--- config.mk ---
export PLATFORM = sky130hd
export DESIGN_NAME = rtc_read_sequencer
export DESIGN_NICKNAME = d
export VERILOG_FILES = /design/src/rtl/rtc_pkg.sv /design/src/rtl/rtc_addr_rom.sv /design/src/rtl/rtc_read_sequencer.sv
export SDC_FILE = /design/constraint.sdc
export NUM_CORES = 1
export LEC_CHECK = 0
export BUFFER_PORTS_ARGS = -buffer_cell sky130_fd_sc_hd__buf_2
export CAP_MARGIN = 20
export CORE_MARGIN = 2
export CORE_UTILIZATION = 35
export DETAILED_ROUTE_END_ITERATION = 6
export HOLD_SLACK_MARGIN = 0.12
export MAX_ROUTING_LAYER = met4
export PLACE_DENSITY_LB_ADDON = 0.1
export SETUP_SLACK_MARGIN = 0.3
export SKIP_LAST_GASP = 1
export SYNTH_ARGS = -nofsm -noshare
export SYNTH_HDL_FRONTEND = slang
export SYNTH_SLANG_ARGS = --single-unit
--- constraint.sdc ---
create_clock -name clk -period 2.9 [get_ports clk]
set_clock_uncertainty 0.15 [all_clocks]
set_input_delay 0.29 -clock clk [delete_from_list [all_inputs] [get_ports clk]]
set_output_delay 0.29 -clock clk [all_outputs]
set_load 0.01 [all_outputs]
--- src/rtl/rtc_pkg.sv ---
// rtl/rtc_pkg.sv - RTC register addresses, local indices and sequencer state encoding
package rtc_pkg;

  localparam int IDX_W   = 4;
  localparam int TIMER_W = 8;

  localparam logic [7:0] RTC_SEC     = 8'h21;
  localparam logic [7:0] RTC_MIN     = 8'h22;
  localparam logic [7:0] RTC_HOUR    = 8'h23;
  localparam logic [7:0] RTC_DAY     = 8'h24;
  localparam logic [7:0] RTC_MONTH   = 8'h25;
  localparam logic [7:0] RTC_YEAR    = 8'h26;
  localparam logic [7:0] RTC_WEEKDAY = 8'h27;
  localparam logic [7:0] RTC_T_SEC   = 8'h41;
  localparam logic [7:0] RTC_T_MIN   = 8'h42;
  localparam logic [7:0] RTC_T_HOUR  = 8'h43;

  // Local indices shared with the register distributor
  localparam logic [IDX_W-1:0] IDX_SEC     = 4'd0;
  localparam logic [IDX_W-1:0] IDX_MIN     = 4'd1;
  localparam logic [IDX_W-1:0] IDX_HOUR    = 4'd2;
  localparam logic [IDX_W-1:0] IDX_DAY     = 4'd3;
  localparam logic [IDX_W-1:0] IDX_MONTH   = 4'd4;
  localparam logic [IDX_W-1:0] IDX_YEAR    = 4'd5;
  localparam logic [IDX_W-1:0] IDX_WEEKDAY = 4'd6;
  localparam logic [IDX_W-1:0] IDX_T_SEC   = 4'd7;
  localparam logic [IDX_W-1:0] IDX_T_MIN   = 4'd8;
  localparam logic [IDX_W-1:0] IDX_T_HOUR  = 4'd9;

  typedef enum logic [2:0] {
    ST_IDLE = 3'd0,
    ST_ADDR = 3'd1,
    ST_GAP1 = 3'd2,
    ST_DATA = 3'd3,
    ST_GAP2 = 3'd4,
    ST_DONE = 3'd5
  } rtc_state_t;

endpackage

--- src/rtl/rtc_addr_rom.sv ---
// rtl/rtc_addr_rom.sv - combinational local index to RTC register address lookup
module rtc_addr_rom
  import rtc_pkg::*;
(
  input  logic [IDX_W-1:0] idx,
  output logic [7:0]       addr
);

  always_comb begin
    addr = 8'h00;
    case (idx)
      IDX_SEC:     addr = RTC_SEC;
      IDX_MIN:     addr = RTC_MIN;
      IDX_HOUR:    addr = RTC_HOUR;
      IDX_DAY:     addr = RTC_DAY;
      IDX_MONTH:   addr = RTC_MONTH;
      IDX_YEAR:    addr = RTC_YEAR;
      IDX_WEEKDAY: addr = RTC_WEEKDAY;
      IDX_T_SEC:   addr = RTC_T_SEC;
      IDX_T_MIN:   addr = RTC_T_MIN;
      IDX_T_HOUR:  addr = RTC_T_HOUR;
      default:     addr = 8'h00;
    endcase
  end

endmodule

--- src/rtl/rtc_read_sequencer.sv ---
// rtl/rtc_read_sequencer.sv - sweeps the RTC registers over the multiplexed A/D bus
module rtc_read_sequencer
  import rtc_pkg::*;
#(
  parameter int T_PHASE = 10,
  parameter int T_GAP   = 4,
  parameter int N_REGS  = 10
) (
  input  logic             clk,
  input  logic             reset,
  input  logic             start,
  input  logic [7:0]       ad_in,
  output logic [7:0]       ad_out,
  output logic             ad_oe,
  output logic             cs_n,
  output logic             rd_n,
  output logic             wr_n,
  output logic             a_d_n,
  output logic [IDX_W-1:0] out_addr_mem_local,
  output logic [7:0]       out_dato_rtc,
  output logic             dato_valido,
  output logic             busy,
  output logic             sweep_done
);

  localparam logic [TIMER_W-1:0] PHASE_LOAD = TIMER_W'(T_PHASE - 1);
  localparam logic [TIMER_W-1:0] GAP_LOAD   = TIMER_W'(T_GAP - 1);
  localparam logic [IDX_W-1:0]   LAST_IDX   = IDX_W'(N_REGS - 1);

  rtc_state_t         state;
  logic [TIMER_W-1:0] timer;
  logic [IDX_W-1:0]   idx;
  logic [IDX_W-1:0]   rom_idx;
  logic [7:0]         rom_addr;

  // ROM looks up the index of the ADDR phase about to be entered
  assign rom_idx = (state == ST_GAP2) ? idx + 4'd1 : '0;

  rtc_addr_rom u_rom (
    .idx  (rom_idx),
    .addr (rom_addr)
  );

  always_ff @(posedge clk or posedge reset) begin
    if (reset) begin
      state              <= ST_IDLE;
      timer              <= '0;
      idx                <= '0;
      ad_out             <= 8'h00;
      ad_oe              <= 1'b0;
      cs_n               <= 1'b1;
      rd_n               <= 1'b1;
      wr_n               <= 1'b1;
      a_d_n              <= 1'b1;
      out_addr_mem_local <= '0;
      out_dato_rtc       <= 8'h00;
      dato_valido        <= 1'b0;
      busy               <= 1'b0;
      sweep_done         <= 1'b0;
    end else begin
      dato_valido <= 1'b0;
      sweep_done  <= 1'b0;
      case (state)
        ST_IDLE: begin
          if (start) begin
            state  <= ST_ADDR;
            timer  <= PHASE_LOAD;
            idx    <= '0;
            busy   <= 1'b1;
            cs_n   <= 1'b0;
            a_d_n  <= 1'b0;
            wr_n   <= 1'b0;
            ad_oe  <= 1'b1;
            ad_out <= rom_addr;
          end
        end
        ST_ADDR: begin
          if (timer == '0) begin
            // Release the bus in the first gap cycle so the RTC can turn it around
            state  <= ST_GAP1;
            timer  <= GAP_LOAD;
            cs_n   <= 1'b1;
            wr_n   <= 1'b1;
            ad_oe  <= 1'b0;
            ad_out <= 8'h00;
            a_d_n  <= 1'b1;
          end else begin
            timer <= timer - 1'b1;
          end
        end
        ST_GAP1: begin
          if (timer == '0) begin
            state <= ST_DATA;
            timer <= PHASE_LOAD;
            cs_n  <= 1'b0;
            rd_n  <= 1'b0;
          end else begin
            timer <= timer - 1'b1;
          end
        end
        ST_DATA: begin
          if (timer == '0) begin
            state              <= ST_GAP2;
            timer              <= GAP_LOAD;
            cs_n               <= 1'b1;
            rd_n               <= 1'b1;
            out_dato_rtc       <= ad_in;
            out_addr_mem_local <= idx;
            dato_valido        <= 1'b1;
          end else begin
            timer <= timer - 1'b1;
          end
        end
        ST_GAP2: begin
          if (timer == '0) begin
            if (idx == LAST_IDX) begin
              state      <= ST_DONE;
              sweep_done <= 1'b1;
            end else begin
              state  <= ST_ADDR;
              timer  <= PHASE_LOAD;
              idx    <= idx + 1'b1;
              cs_n   <= 1'b0;
              a_d_n  <= 1'b0;
              wr_n   <= 1'b0;
              ad_oe  <= 1'b1;
              ad_out <= rom_addr;
            end
          end else begin
            timer <= timer - 1'b1;
          end
        end
        ST_DONE: begin
          state <= ST_IDLE;
          busy  <= 1'b0;
        end
        default: state <= ST_IDLE;
      endcase
    end
  end

endmodule

==> results_dict.tcl <==
set metrics [dict create \
    status "completed" \
    syn-mean-instance-area_um2 10.1 \
    grt_max_degree 40 \
    cts_sinks 39 \
    r2r-start "state[0]$_DFFE_PP0P_" \
    synth.distinct_cells 64 \
    dp.cells 333 \
    endpoint_kind "register" \
    start_util_pct 36.1 \
    grt_pass1_vias 1842 \
    dieWidth_um 85.0 \
    ys_warn_count 0 \
    crit_path_top_delay_cell "or3b_2" \
    grt_pass1_wl_um 9280 \
    clkPwrFrac_pct 16.5 \
    synth_edf_count 0 \
    multiInputGateArea_um2 1200 \
    path_clk_slew_ns 0.08 \
    min_from "a_d_n$_DFFE_PP1P_" \
    setup_viol 0 \
    p_per_area_nw_per_um2 810 \
    ys_seq_area_share_pct 42.7 \
    avgRoutedWirePerCell_um 15.6 \
    core.rowCount 29 \
    whs_ns 0.321 \
    p_switching_uw 886 \
    gr-total-overflow 0 \
    async_flop_share_pct 100 \
    worst_slack_ns 0.462 \
    antenna_left 0 \
    post-route-min-period_ns 2.44 \
    dp_slack_ns 0.376 \
    synth_area_um2 2290 \
    crit_arrival_ns 2.51 \
    antenna_cells 0 \
    hold_path.class "reg -> reg" \
    root_buffer "clkbuf_8" \
    cp_max_fo 4 \
    hold_viol 0 \
    cap_violations 0 \
    first_iter_violations 97 \
    synth_area_leaders "dfrtp_1 39%, mux2_2 7.4%, o21ai_0 3.9%, ha_1 3.8%, dfstp_2 3.4%" \
    fmax_mhz 410 \
    tritoncts "yes" \
    final_core_util_pct 43.6 \
    pwr-share-comb_pct 45.3 \
    numPortBuffers 35 \
    synthCells 226 \
    crit_chain "or3b_2 -> nor2_4 -> ha_2 -> nand2b_1 -> mux2_2 -> mux4_2 -> o2bb2ai_1" \
    p_leak_nw 1.25 \
    power.total_mw 2.24 \
    critPathKind "reg -> reg" \
    core_area_um2 6350 \
    fp.dieH_um 85.0 \
    seqPwrFrac_pct 38.3 \
    via_per_inst 5.32 \
    track_usage_pct 16.4 \
    cts_buffer_depth 2 \
    syn_to_final_growth_pct 20.6 \
    worst_pin_slew_ns 0.791 \
    cp.required_ns 2.97 \
    wl_um 5450 \
    worstSetupStartpoint "state[0]$_DFFE_PP0P_" \
    dpl_cell_area_um2 2580 \
    layout-drive-gt1-share_pct 32.2 \
    post_cts_buffers 0 \
    place_congestion 0.810 \
    cts_buffers 5 \
    yosys-top-cells-count "36 x dfrtp_1, 18 x o21ai_0, 15 x mux2_2" \
    dr.pass1.iters 4 \
    fill_cells 609 \
    slowest_delay_ns 0.54 \
    final_area_um2 2770 \
    vdd_ir_drop_max_uv 328 \
    dpl.hpwl_um 3810 \
    boundaryPins 39 \
    ys_seq_elements 39 \
    power.internal_mw 1.36 \
    drc 0 \
    setup_tns_ns 0 \
    synth_area_leader_cell "dfrtp_1" \
    clkLatencyLatePin_ns 0.29 \
    rsz0062_at_grt "false" \
    final_max_slew_viol_count 0 \
    antenna_found_initial 0 \
    fin_crit_sh_pct 84.1 \
    seqCellArea_um2 980 \
    synthMostInstantiatedCell "dfrtp_1" \
    slew_headroom_pct 46.8 \
    htree_levels 2 \
    synthFlopType "dfrtp_1" \
    yosys.area.top_type_share_pct 39.3 \
    dieArea_um2 7220 \
    start_kind "register" \
    stdcell_count 350 \
    sw_frac_of_total_pct 39.5 \
    nNetsFinal 290 \
    num_vias 1863 \
]
==> path summary, 6_finish.rpt <==
| path | end | slack (ns) | depth (start not counted) |
|---|---|---|---|
| min reg2reg | a_d_n$_DFFE_PP1P_ | 0.32 | 2 |
| min in group asynchronous | out_dato_rtc[3]$_DFFE_PP0P_ | 0.51 | 4 |
| max in group asynchronous | a_d_n$_DFFE_PP1P_ | 1.72 | 4 |
| max | ad_out[6]$_DFFE_PP0P_ | 0.46 | 7 |
| min | a_d_n$_DFFE_PP1P_ | 0.32 | 2 |
| max reg2reg | ad_out[6]$_DFFE_PP0P_ | 0.46 | 7 |
==> cell type report <==
class	count	area share (%)
inverters	11	1.49
well taps	77	3.48
flip-flops and latches	39	35.4
repair buffers	57	13.1
clock inverters	2	0.452
multi-input cells	158	43.4
clock buffers	6	2.62
==> sequential cells by signal, summed over array words and instances, names as in the netlist, 3 cells and up <==
register / flops
out_dato_rtc: 8
timer: 8
ad_out: 5
idx: 4
out_addr_mem_local: 4
state: 3
==> worst max-delay path, delay by kind of cell, from the launching register on <==
family | cells | cell delay (ns)
DFF | 1 | 0.38
adders and majority gates | 1 | 0.21
muxes | 2 | 0.74
AOI/OAI and AO/OA | 1 | 0.13
and+or+nand+nor | 3 | 0.77
==> per-layer routing <==
metal / wire length [um] / up-vias / share of wire (%) / global-route usage [%]
met5: 0 / - / 0 / -
met4: 25 / 0 / 0.46 / 2.60
met3: 248 / 5 / 4.6 / 3.50
met2: 2430 / 52 / 45 / 25.1
met1: 2740 / 891 / 50 / 22.9
li1: - / 915 / - / -
==> layout by cell type (no fill, tap or decap), types with 5 or more instances in the layout <==
| cell | n |
|---|---|
| buf_4 | 13 |
| dfrtp_1 | 36 |
| ha_1 | 6 |
| or4_1 | 5 |
| clkbuf_8 | 5 |
| o31ai_1 | 5 |
| o21ai_0 | 18 |
| mux2_2 | 15 |
| nand3_1 | 9 |
| dlygate4sd3_1 | 9 |
| nor2_1 | 9 |
| inv_1 | 11 |
| buf_2 | 35 |
| a21oi_1 | 9 |
| nand2_1 | 9 |
==> power by group through the flow <==
stage                     logic [mW]  clock network (mW)  registers (mW)
after floorplan                0.653                   0           0.902
after global placement          1.00                   0           0.866
after detailed placement        1.00                   0           0.867
after CTS                       1.02               0.384           0.857
after global routing            1.14               0.408           0.883
final                           1.02               0.369           0.857
==> what timing repair did <==
action,in CTS,in global routing
hold buffers,9,0
gates resized for setup,0,2
endpoints found under the setup margin,0,13
endpoints found under the hold margin,44,0
==> kinds of logic (layout without fill, tap and decap cells) <==
group | count (synthesis) | after routing | share of synthesized area [%]
fa+ha+maj | 7 | 7 | 3.82
flops | 39 | 39 | 42.7
other cells | 1 | 3 | 0.164
buf+inv | 31 | 76 | 6.44
xor+xnor | 3 | 3 | 1.15
simple gates | 67 | 67 | 18.7
compound gates | 60 | 60 | 17.8
mux | 18 | 18 | 9.22
No activity file was read; power rests on OpenSTA's default activity.
